[config.mk]
export PLATFORM = sky130hd
export DESIGN_NAME = edge_event_arbiter
export DESIGN_NICKNAME = d
export VERILOG_FILES = /design/src/rtl/util_pkg.sv /design/src/rtl/edge_capture_cell.sv /design/src/rtl/edge_event_arbiter.sv
export SDC_FILE = /design/constraint.sdc
export NUM_CORES = 1
export LEC_CHECK = 0
export ABC_AREA = 1
export CORE_MARGIN = 2
export CORE_UTILIZATION = 53
export DETAILED_ROUTE_END_ITERATION = 7
export PLACE_DENSITY = 0.79
export SLEW_MARGIN = 30
export SYNTH_ARGS = -nofsm -noshare
export SYNTH_HDL_FRONTEND = slang
export SYNTH_SLANG_ARGS = --single-unit
export TNS_END_PERCENT = 50
[constraint.sdc]
create_clock -name clk -period 2.4 [get_ports clk]
set_clock_uncertainty 0.1 [all_clocks]
set_input_delay 0.24 -clock clk [delete_from_list [all_inputs] [get_ports clk]]
set_output_delay 0.24 -clock clk [all_outputs]
set_load 0.05 [all_outputs]
[src/rtl/util_pkg.sv]
// util_pkg: shared edge-mode, direction and arbiter-state definitions
//    EDGE_MODE_* : edge selection codes for edge capture cells
//    DIR_*       : event direction encoding (1 = rising)
//    arb_state_t : scheduler states
//    wrap_add    : (a + b) mod n for a, b < n
package util_pkg;
   localparam logic [1:0] EDGE_MODE_RISE = 2'd0;
   localparam logic [1:0] EDGE_MODE_FALL = 2'd1;
   localparam logic [1:0] EDGE_MODE_BOTH = 2'd2;
   localparam logic DIR_FALL = 1'b0;
   localparam logic DIR_RISE = 1'b1;
   typedef enum logic {ARB_IDLE, ARB_OFFER} arb_state_t;
   function automatic int wrap_add(input int a, input int b, input int n);
      return (a + b >= n) ? a + b - n : a + b;
   endfunction
endpackage

[src/rtl/edge_capture_cell.sv]
// edge_capture_cell: one channel's edge detector with a single-entry pending latch
//    clk, rst (async, active-low), d (level input), clr (pending consumed)
//    pend (event waiting), dir (its direction), drop (edge lost, EDGE_ARB_OVERFLOW_EN only)
module edge_capture_cell import util_pkg::*; #(
   parameter logic       TEMP_INIT = 1'b0,
   parameter logic [1:0] MODE      = EDGE_MODE_BOTH
) (
   input  logic clk,
   input  logic rst,
   input  logic d,
   input  logic clr,
   output logic pend,
   output logic dir
`ifdef EDGE_ARB_OVERFLOW_EN
   ,output logic drop
`endif
);
   logic r_prev, r_pend, r_dir;
   logic w_rise, w_fall, w_ev, w_set;
   always_comb begin
      w_rise = d & ~r_prev;
      w_fall = ~d & r_prev;
      w_ev   = (MODE == EDGE_MODE_RISE) ? w_rise : (MODE == EDGE_MODE_FALL) ? w_fall : (w_rise | w_fall);
      // a clear in the same cycle frees the slot, so the new edge takes it
      w_set  = w_ev & (~r_pend | clr);
   end
   always_ff @(posedge clk or negedge rst)
      if (!rst) begin
         r_prev <= TEMP_INIT;
         r_pend <= 1'b0;
         r_dir  <= DIR_FALL;
      end else begin
         r_prev <= d;
         r_pend <= w_set | (r_pend & ~clr);
         if (w_set) r_dir <= w_rise ? DIR_RISE : DIR_FALL;
      end
   assign pend = r_pend;
   assign dir  = r_dir;
`ifdef EDGE_ARB_OVERFLOW_EN
   assign drop = w_ev & r_pend & ~clr;
`endif
endmodule

[src/rtl/edge_event_arbiter.sv]
// edge_event_arbiter: round-robin serialiser of per-channel edge events onto one valid/ready port
//    clk, rst (async, active-low), din[N] level inputs
//    ev_valid/ev_ready/ev_chan/ev_dir event handshake, pending[N] debug view
//    overflow: sticky dropped-edge flag, present only with EDGE_ARB_OVERFLOW_EN
module edge_event_arbiter import util_pkg::*; #(
   parameter int         N         = 4,
   parameter logic       TEMP_INIT = 1'b0,
   parameter logic [1:0] MODE      = EDGE_MODE_BOTH,
   localparam int        CW        = ($clog2(N) > 1) ? $clog2(N) : 1
) (
   input  logic          clk,
   input  logic          rst,
   input  logic [N-1:0]  din,
   output logic          ev_valid,
   input  logic          ev_ready,
   output logic [CW-1:0] ev_chan,
   output logic          ev_dir,
   output logic [N-1:0]  pending
`ifdef EDGE_ARB_OVERFLOW_EN
   ,output logic         overflow
`endif
);
   arb_state_t    r_state;
   logic [CW-1:0] r_chan, r_rr_ptr, w_base, w_sel;
   logic          r_dir, w_found, w_load;
   logic [N-1:0]  w_pend, w_pdir, w_clr;
`ifdef EDGE_ARB_OVERFLOW_EN
   logic [N-1:0]  w_drop;
   logic          r_ovf;
`endif
   for (genvar i = 0; i < N; i++) begin : g_cell
      edge_capture_cell #(.TEMP_INIT(TEMP_INIT), .MODE(MODE)) u_cell (
         .clk  (clk),
         .rst  (rst),
         .d    (din[i]),
         .clr  (w_clr[i]),
         .pend (w_pend[i]),
         .dir  (w_pdir[i])
`ifdef EDGE_ARB_OVERFLOW_EN
         ,.drop(w_drop[i])
`endif
      );
   end
   always_comb begin
      // on a handshake the search already starts past the channel just served
      w_base  = (r_state == ARB_OFFER) ? CW'(wrap_add(int'(r_chan), 1, N)) : r_rr_ptr;
      w_sel   = '0;
      w_found = 1'b0;
      // walk offsets downward so the smallest offset from w_base wins
      for (int k = N - 1; k >= 0; k--)
         if (w_pend[wrap_add(int'(w_base), k, N)]) begin
            w_sel   = CW'(wrap_add(int'(w_base), k, N));
            w_found = 1'b1;
         end
      w_load  = w_found & ((r_state == ARB_IDLE) | ev_ready);
      w_clr   = w_load ? (N'(1) << w_sel) : '0;
   end
   always_ff @(posedge clk or negedge rst)
      if (!rst) begin
         r_state  <= ARB_IDLE;
         r_chan   <= '0;
         r_dir    <= DIR_FALL;
         r_rr_ptr <= '0;
      end else begin
         if (r_state == ARB_OFFER && ev_ready) r_rr_ptr <= w_base;
         if (w_load) begin
            r_state <= ARB_OFFER;
            r_chan  <= w_sel;
            r_dir   <= w_pdir[w_sel];
         end else if (ev_ready) r_state <= ARB_IDLE;
      end
`ifdef EDGE_ARB_OVERFLOW_EN
   always_ff @(posedge clk or negedge rst)
      if (!rst) r_ovf <= 1'b0;
      else if (|w_drop) r_ovf <= 1'b1;
   assign overflow = r_ovf;
`endif
   assign ev_valid = (r_state == ARB_OFFER);
   assign ev_chan  = r_chan;
   assign ev_dir   = r_dir;
   assign pending  = w_pend;
endmodule

==> summary by stage <==
Timing
The relative slew slack is 49.2%. The shortest clock period the worst path allows after layout is 2.09 ns. Setup repair after global routing left no endpoint under its margin.

The final number of hold-violating endpoints is 0. The transition time at the pin with the least slew margin is 0.759 ns. The final critical-path share of the clock period is 87.0%. The max-slew violation count is 0. The final setup TNS is 0 ns.

The worst path meets setup with 0.311 ns of slack. Setup violations remaining at the end of the flow were counted as 0. Timing would allow up to 479 MHz. Hold timing on the final database bottoms out at a slack of 0.277 ns.

Global routing
The via count of the first global-routing pass is 973. The number of antenna violations at the first check in global routing was 0. The first-pass GRT wire length is 3950 um. Entering global routing, the biggest net connects 19 pins.

Across every metal layer, demand over resource in global routing totals 20.9%. The total overflow left after global routing is 0.

Worst setup path
The startpoint type of the worst setup path is a flip-flop. The worst setup path is captured at a flip-flop. The worst setup path is of the flip-flop to flip-flop kind. In this run the worst path has a maximum fanout of 7. The startpoint identified for the worst register-to-register timing path is ev_chan[0]. STA puts the critical path data required time at 2.50 ns. The data arrival at the endpoint of the critical path is 2.19 ns. In this run the worst setup path begins at ev_chan[0].

CTS
Hold repair after CTS inserted 0 buffers. The number of levels in the clock H-tree is 1. No sink is reached through more buffers than the 2 on the longest clock path. The master cell of the clock root buffer is sky130_fd_sc_hd__clkbuf_4. The clock input transition at the sequential cells of the worst setup and hold paths is 0.10 ns. The clock drives 18 sinks.

Gates resized during post-CTS repair numbered 0. TritonCTS built the clock tree. The latest clock arrival within the worst-skew pair is 0.30 ns. The number of buffers added by the clock tree synthesis step is 3. The buffer count from post-CTS setup fixing is 0.

Floorplan
The die boundary height is 49.8 um. The horizontal die dimension is 49.8 um. The die area is 2480 um2.

The initial standard-cell utilization of the core is 56.6%. In this run the core area contains 16 standard-cell rows. The area of the placeable core is 1960 um2.

In this run the count of I/O pins placed on the die edge is 15.

Final layout
The area added between synthesis and finish is 16.2%. After the flow finishes, the layout carries non-filler instances totaling 193. The repair_antennas step left the layout with diodes totalling 0.

For this run, the share of the core covered by cells in the final layout is 65.8%. The final-stage net count is 178. In the final layout, the share of cells above drive strength 1 is 14.5%.

Routing
The post-route antenna net violation count is 0. The average routed wire per standard cell is 11.1 um. After the first detailed-routing iteration, the DRC count stood at 10. The post-detailed-routing wire length is 2130 um.

The per-cell via count in the routed design is 4.93. Detailed routing inserted a total of 952 vias. In the routed design, unresolved DRC markers number 0. The first detailed-routing pass ran for 4 iterations.

Placement
The number of cells in the design after placement is 189. Prior to clock tree synthesis, the placed netlist has a worst setup slack of 0.343 ns. The total of buffers placed on input and output ports is 14. Detailed placement ended at an HPWL of 1790 um. At the end of routability-driven placement, the weighted congestion stood at 0.855.

Synthesis
Yosys mapped the design onto 19 distinct sky130hd cell types. The proportion of synthesized chip area in sequential cells is 40.6%. Synthesis produced a netlist with a net count of 163.

The number of register bits inferred by synthesis is 18. For this run, the number of Yosys warnings is 0. The cell count after synthesis came out at 152. In this run the mean area of a mapped cell was 7.30 um2. The cell area after synthesis is 1110 um2.

Hold path
The path class of the tightest hold or removal check is primary input to asynchronous set/reset pin.

Pwr
In this run the static leakage power is 0.717 nW. VDD sags by at most 0.000692 V. The power per cell area is 1530 nW/um2.

Outcome
The run finished with clean final reports.

Job
The tool flagged a number of max-cap violations equal to 0.
[cells in the final DEF, fill, tap and decap left out]
master,n
sky130_fd_sc_hd__clkbuf_4,3
sky130_fd_sc_hd__clkbuf_8,1
sky130_fd_sc_hd__dfrtp_1,18
sky130_fd_sc_hd__o21ai_0,3
sky130_fd_sc_hd__nand2_1,58
sky130_fd_sc_hd__ha_1,4
sky130_fd_sc_hd__a21oi_1,1
sky130_fd_sc_hd__nand3b_1,2
sky130_fd_sc_hd__or2_2,2
sky130_fd_sc_hd__o21ai_1,1
sky130_fd_sc_hd__o21bai_2,2
sky130_fd_sc_hd__nand2_2,8
sky130_fd_sc_hd__inv_2,3
sky130_fd_sc_hd__o21a_1,1
sky130_fd_sc_hd__nand2_4,1
sky130_fd_sc_hd__inv_1,18
sky130_fd_sc_hd__nor2_1,3
sky130_fd_sc_hd__nand3_1,19
sky130_fd_sc_hd__nand3_2,2
sky130_fd_sc_hd__clkdlybuf4s50_1,14
sky130_fd_sc_hd__nor2_2,2
[synthesized netlist by cell type]
cell,n,area [um2]
sky130_fd_sc_hd__nor2_2,2,12.5
sky130_fd_sc_hd__inv_2,3,11.3
sky130_fd_sc_hd__or2_2,2,12.5
sky130_fd_sc_hd__inv_1,18,67.6
sky130_fd_sc_hd__nand2_1,58,218
sky130_fd_sc_hd__buf_4,4,30.0
sky130_fd_sc_hd__nand3b_1,2,15.0
sky130_fd_sc_hd__dfrtp_1,18,450
sky130_fd_sc_hd__ha_1,4,50.1
sky130_fd_sc_hd__o21a_1,1,7.51
sky130_fd_sc_hd__nand3_1,19,95.1
sky130_fd_sc_hd__o21ai_0,3,15.0
sky130_fd_sc_hd__o21ai_1,1,5.00
sky130_fd_sc_hd__a21oi_1,1,5.00
sky130_fd_sc_hd__nand2_4,1,11.3
sky130_fd_sc_hd__nand2_2,8,50.1
sky130_fd_sc_hd__nand3_2,2,20.0
sky130_fd_sc_hd__o21bai_2,2,22.5
sky130_fd_sc_hd__nor2_1,3,11.3
[worst max-delay path, cell delays in order, from the launching register on]
cell	delay [ns]
sky130_fd_sc_hd__dfrtp_1	0.47
sky130_fd_sc_hd__inv_2	0.10
sky130_fd_sc_hd__nand2_1	0.09
sky130_fd_sc_hd__nand3_1	0.11
sky130_fd_sc_hd__nand2_1	0.10
sky130_fd_sc_hd__nand2_1	0.10
sky130_fd_sc_hd__nand2_1	0.05
sky130_fd_sc_hd__nor2_1	0.12
sky130_fd_sc_hd__nor2_2	0.07
sky130_fd_sc_hd__o21ai_1	0.30
sky130_fd_sc_hd__nand3_1	0.13
sky130_fd_sc_hd__nand2_1	0.11
sky130_fd_sc_hd__nand2_1	0.06
sky130_fd_sc_hd__nand2_1	0.05
sky130_fd_sc_hd__nand2_1	0.04
[registers in the layout, summed over array words and instances, names as in the netlist]
| name | flops |
|---|---|
| ev_valid | 1 |
| r_rr_ptr | 2 |
| g_cell.u_cell.r_prev | 4 |
| g_cell.u_cell.dir | 4 |
| ev_dir | 1 |
| ev_chan | 2 |
| g_cell.u_cell.pend | 4 |
[cell type report]
type	count	area, um2
multi-input cells	109	551
clock buffers	4	36.3
fillers	192	672
flip-flops and latches	18	450
repair buffers	14	140
well taps	27	33.8
inverters	21	78.8
[stage by stage]
step / total power [mW] / instance area [um2]
after global routing: 2.18 / 1290
after detailed placement: 1.79 / 1250
after CTS: 1.98 / 1290
after global placement: 1.74 / 1250
after floorplan: 1.51 / 1110
final: 1.97 / 1290
[per-layer routing]
layer | part of all wire (%) | global-route usage [%] | routed length, um
met2 | 49 | 37.1 | 1050
met5 | 0 | 0 | 0
met3 | 2.5 | 2.12 | 54
met4 | 2.4 | 11.1 | 51
met1 | 46 | 24.8 | 974
[path summary, 6_finish.rpt]
| check | to | slack (ns) | depth (start not counted) |
|---|---|---|---|
| hold / removal | ev_dir | 0.28 | 1 |
| min in group clk | g_cell[2].u_cell.r_prev | 0.31 | 1 |
| setup reg to reg | g_cell[3].u_cell.dir | 0.31 | 14 |
| setup / recovery | g_cell[3].u_cell.dir | 0.31 | 14 |
| max in group asynchronous | g_cell[3].u_cell.dir | 1.45 | 1 |
| hold reg to reg | g_cell[0].u_cell.dir | 0.38 | 2 |
[power by group]
part | internal (mW) | switching (mW)
sequential | 0.394 | 0.0840
combinational | 0.436 | 0.869
clock | 0.0927 | 0.0937
total | 0.923 | 1.05
[cells by family after synthesis]
logic type               synth area share, %
flip-flops                              40.6
adder cells (fa/ha/maj)                 4.51
AO/OA/AOI/OAI                           4.96
buffers and inverters                   9.81
AND/OR/NAND/NOR                         40.1
No activity file was read; power rests on OpenSTA's default activity.
==> patch 1, RTL diff (same flow settings) <==
The parameter `N` goes from 4 to 8.
--- a/src/rtl/edge_event_arbiter.sv
+++ b/src/rtl/edge_event_arbiter.sv
@@ -3,7 +3,7 @@
 //    ev_valid/ev_ready/ev_chan/ev_dir event handshake, pending[N] debug view
 //    overflow: sticky dropped-edge flag, present only with EDGE_ARB_OVERFLOW_EN
 module edge_event_arbiter import util_pkg::*; #(
-   parameter int         N         = 4,
+   parameter int         N         = 8,
    parameter logic       TEMP_INIT = 1'b0,
    parameter logic [1:0] MODE      = EDGE_MODE_BOTH,
    localparam int        CW        = ($clog2(N) > 1) ? $clog2(N) : 1
Ports: changed (resized din, ev_chan and pending); port bits go from 15 to 24. No check against the original RTL was run, so the function may have changed too.
==> patch 1 against the original RTL <==
The flow now finishes with violations (negative setup slack). Setup slack got worse by 680 ps. Non-clock buffer count increased by 55. First-iteration DRC count rose to 17 times the old value. Sequential cell count rose by 14. Worst hold slack worse by 36 ps. Design area grew to 2.6 times the old value. Area after synthesis up 130%. Routed wire length grew to 3.0 times the old value.
Power is left out: the tool's default activity adds up to more than one toggle a clock period on the data nets, which glitch-free logic cannot reach.
==> patch 1: results (changes against the original RTL) <==
outcome = finished, violations left
violations in the final reports = negative setup slack
most frequent cells after synthesis = 164 x nand2_1, 41 x inv_1, 41 x nand3_1
Worst path max stage delay = 430 ps (-40 ps)
syn nets = 393 (+140%)
Layout Nets = 458 (+160%)
Non-clk bufs = 69 (+55)
first-pass GRT wire length = 10900 um (+180%)
Reg-to-Reg End = ev_dir$_DFFE_PN0P_
CP max FO = 5 (-2)
Total GRT Usage = 26.4% (+5.5 points)
Final GP Congestion = 0.958 (+12%)
dominant cells by area after synthesis = dfrtp_1 32%, nand2_1 24%, nand3_1 8.1%
Inserted Clock Buffers = 5 (+2)
Worst EP arrival = 2840 ps (+650 ps)
H-tree depth = 2 (+1)
area post-placement = 0.00306 mm2 (+140%)
worst r2r src = ev_chan[1]$_DFFE_PN0P_
Seq/total area = 24.1% (-11 points)
via count = 2507 (+160%)
Port Buffers = 23 (+9)
worst slack at placement = -323 ps (-666 ps)
share of cells above drive strength 1 = 31.5% (+17 points)
Unique masters post-synth = 23 (+4)
Final WS setup = -366 ps (-677 ps)
initial antenna violation count = 0 (unchanged)
Layout area overhead = 32.3%
fillers = 349 (+82%)
final setup violation count = 21 (+21)
post-CTS setup repair buffer count = 8 (+8)
Data buffer area share = 18.1% (+7.3 points)
detailed placer's ending HPWL = 4850 um (+170%)
Final Non-Filler Cells = 492 (+150%)
multi-input combinational area share = 47.1% (+4.5 points)
vias in the first global route = 2456 (+150%)
Slew HR = 65.7% (+16 points)
Post-Place Cells = 475 (+150%)
Post-Syn Instances = 372 (+140%)
CP max-delay cell = dfrtp_2
Post-Route WL = 6490 um (+200%)
clock network area share = 2.77% (-0.044 points)
CTS resizes = 20 (+20)
synthesized area = 0.00253 mm2 (+130%)
largest net degree at the start of global routing = 33 (+14)
Inverters, non-clock = 49 (+130%)
Setup TNS = -4920 ps (-4920 ps)
==> patch 1: cell types whose count changed after synthesis, moves of 14 or more <==
cell / change
dfrtp_1: +14
nand2_1: +106
inv_1: +23
nand2_2: +20
nand3_1: +22
==> patch 1: per-stage QoR <==
| step | util, % | hold WS, ps |
|---|---|---|
| after global routing | 71.8 | 283 |
| final | 71.8 | 241 |
| after floorplan | - | -156 |
| after global placement | 65.6 | 357 |
| after detailed placement | 65.6 | 360 |
| after CTS | 70.7 | 251 |
==> patch 1: per-layer routing <==
| layer | track usage (%) | vias to the layer above | wire length (um) |
|---|---|---|---|
| li1 | - | 1270 | - |
| met2 | 45.2 | 72 | 3280 |
| met1 | 32.3 | 1146 | 2750 |
| met5 | 0 | - | 0 |
| met4 | 12.6 | 0 | 189 |
| met3 | 4.01 | 19 | 273 |
==> patch 1: kinds of logic after synthesis <==
logic type	share of synthesized area (%)
and+or+nand+nor	47.9
buffers and inverters	11.7
AOI/OAI and AO/OA	3.71
adders and majority gates	4.95
DFF	31.7
==> patch 2, RTL diff (same settings) <==
Made on the original files. The option `EDGE_ARB_OVERFLOW_EN` is turned on by a define.
--- a/src/rtl/edge_capture_cell.sv
+++ b/src/rtl/edge_capture_cell.sv
@@ -1,6 +1,8 @@
 // edge_capture_cell: one channel's edge detector with a single-entry pending latch
 //    clk, rst (async, active-low), d (level input), clr (pending consumed)
 //    pend (event waiting), dir (its direction), drop (edge lost, EDGE_ARB_OVERFLOW_EN only)
+`define EDGE_ARB_OVERFLOW_EN
+
 module edge_capture_cell import util_pkg::*; #(
    parameter logic       TEMP_INIT = 1'b0,
    parameter logic [1:0] MODE      = EDGE_MODE_BOTH
Function (old outputs only; new: overflow): kept (Yosys induction, for registers that start in step).
==> patch 2 against the original RTL <==
Sequential power up 2%. Synthesized cell count grew 16%. Sequential cell count up 1. Setup slack gained 32 ps. Clock power is 15% lower. Total power up 1.4%. Utilization decreased by 1.2 points. Design area increased by 12%. Area after synthesis is 13% higher. Via count grew 19%. Routed wire length rose by 20%.
==> patch 2: results (changes against the original RTL) <==
fraction of registers with async set or reset after synthesis = 100% (unchanged)
worst slack at placement = 396 ps (+52.8 ps)
Yosys Warn Count = 0 (unchanged)
Unique masters post-synth = 19 (unchanged)
fillers = 199 (+3.6%)
Root Driver = clkbuf_4
vias in the first global route = 1059 (+8.8%)
via/cell ratio = 5.15 (+4.5%)
Critical Path Start = ev_valid$_DFFE_PN0P_
1st-iter DRT viols = 40 (+30)
Hold EP = g_cell[3].u_cell.r_prev$_DFF_PN0_
outcome = complete, no violations
dominant cells by area after synthesis = dfrtp_1 38%, nand2_1 21%, inv_1 7.5%
Top Consumer = combinational cells
Slew HR = 66.7% (+17 points)
Final GP Congestion = 0.810 (-5.3%)
Final Non-Filler Cells = 220 (+14%)
area post-placement = 0.00141 mm2 (+12%)
most frequent cells after synthesis = 71 x nand2_1, 25 x inv_1, 19 x dfrtp_1
Layout Nets = 204 (+15%)
drt first pass iters = 4 (unchanged)
Crit path max-delay family = simple AND/OR/NAND/NOR gates
share of cells above drive strength 1 = 13.5% (-0.92 points)
Sw Share = 54.3% (+1.1 points)
Port Buffers = 15 (+1)
reg2reg path depth = 11 (-3)
Worst IR Drop VDD = 0.000741 V (+7.0%)
worst hold stages = 1
Clock Path Buffers = 2 (unchanged)
Post-synth top flop = dfrtp_1
CP max-delay cell = dfrtp_1
Worst EP arrival = 2150 ps (-40 ps)
Reg-to-Reg End = g_cell[0].u_cell.dir$_DFFE_PN0P_
HP Class = in -> reg
leak pwr = 0.819 nW (+14%)
register area share after synthesis = 37.9% (-2.7 points)
r2r setup slk = 340 ps (+30 ps)
comb pwr = 0.00135 W (+4%)
Seq. pwr = 0.000487 W (+2%)
detailed placer's ending HPWL = 2040 um (+14%)
hold path startpoint = din[3]
Total GRT Usage = 21.1% (+0.17 points)
P_sw = 0.00108 W (+3.5%)
syn nets = 187 (+15%)
Worst path max stage delay = 480 ps
largest net degree at the start of global routing = 20 (+1)
Post-Place Cells = 215 (+14%)
Post-Syn Instances = 176 (+16%)
CP max FO = 8 (+1)
first-pass GRT wire length = 4310 um (+9.3%)
Inserted Clock Buffers = 3 (unchanged)
Post-Route WL = 2560 um (+20%)
worst hold margin = 310 ps (+33.4 ps)
==> patch 2: cell types whose count changed after synthesis, sizes merged, moves of 2 or more <==
cell / before / now
o21bai: 2 / 0
nor2: 5 / 8
nand4: 0 / 3
inv: 21 / 26
nand2: 67 / 82
==> patch 2: layout make-up <==
| type | instances | area [um2] | area share, % |
|---|---|---|---|
| flip-flops and latches | 19 | 475 | 33.0 |
| multi-input cells | 126 | 648 | 45.0 |
| inverters | 27 | 101 | 7.03 |
| repair buffers | 16 | 155 | 10.8 |
| clock buffers | 4 | 26.3 | 1.82 |
| well taps | 28 | 35.0 | 2.43 |
==> patch 2: worst max path at each step <==
stage                     cells past startpoint  slack, ps                                to
after global routing                         13        100  g_cell[0].u_cell.dir$_DFFE_PN0P_
after floorplan                              15        280              overflow$_DFFE_PN0P_
final                                        11        340  g_cell[0].u_cell.dir$_DFFE_PN0P_
after detailed placement                     11        400  g_cell[0].u_cell.dir$_DFFE_PN0P_
after global placement                        8        450  g_cell[2].u_cell.dir$_DFFE_PN0P_
after CTS                                    11        380  g_cell[0].u_cell.dir$_DFFE_PN0P_
==> patch 2: kinds of logic (layout without fill, tap and decap cells) <==
family / after synthesis / in the layout / share of synthesized area [%]
simple gates: 117 / 117 / 45.4
buf+inv: 31 / 47 / 10.5
flops: 19 / 19 / 37.9
compound gates: 5 / 5 / 2.29
fa+ha+maj: 4 / 4 / 3.99
==> patch 2: metal layers <==
| metal | track usage (%) | wire length, um | part of all wire [%] |
|---|---|---|---|
| met1 | 29.3 | 1230 | 48 |
| met2 | 35.0 | 1230 | 48 |
| met3 | 1.71 | 80 | 3.1 |
| met4 | 6.41 | 27 | 1.1 |
| met5 | 0 | 0 | 0 |
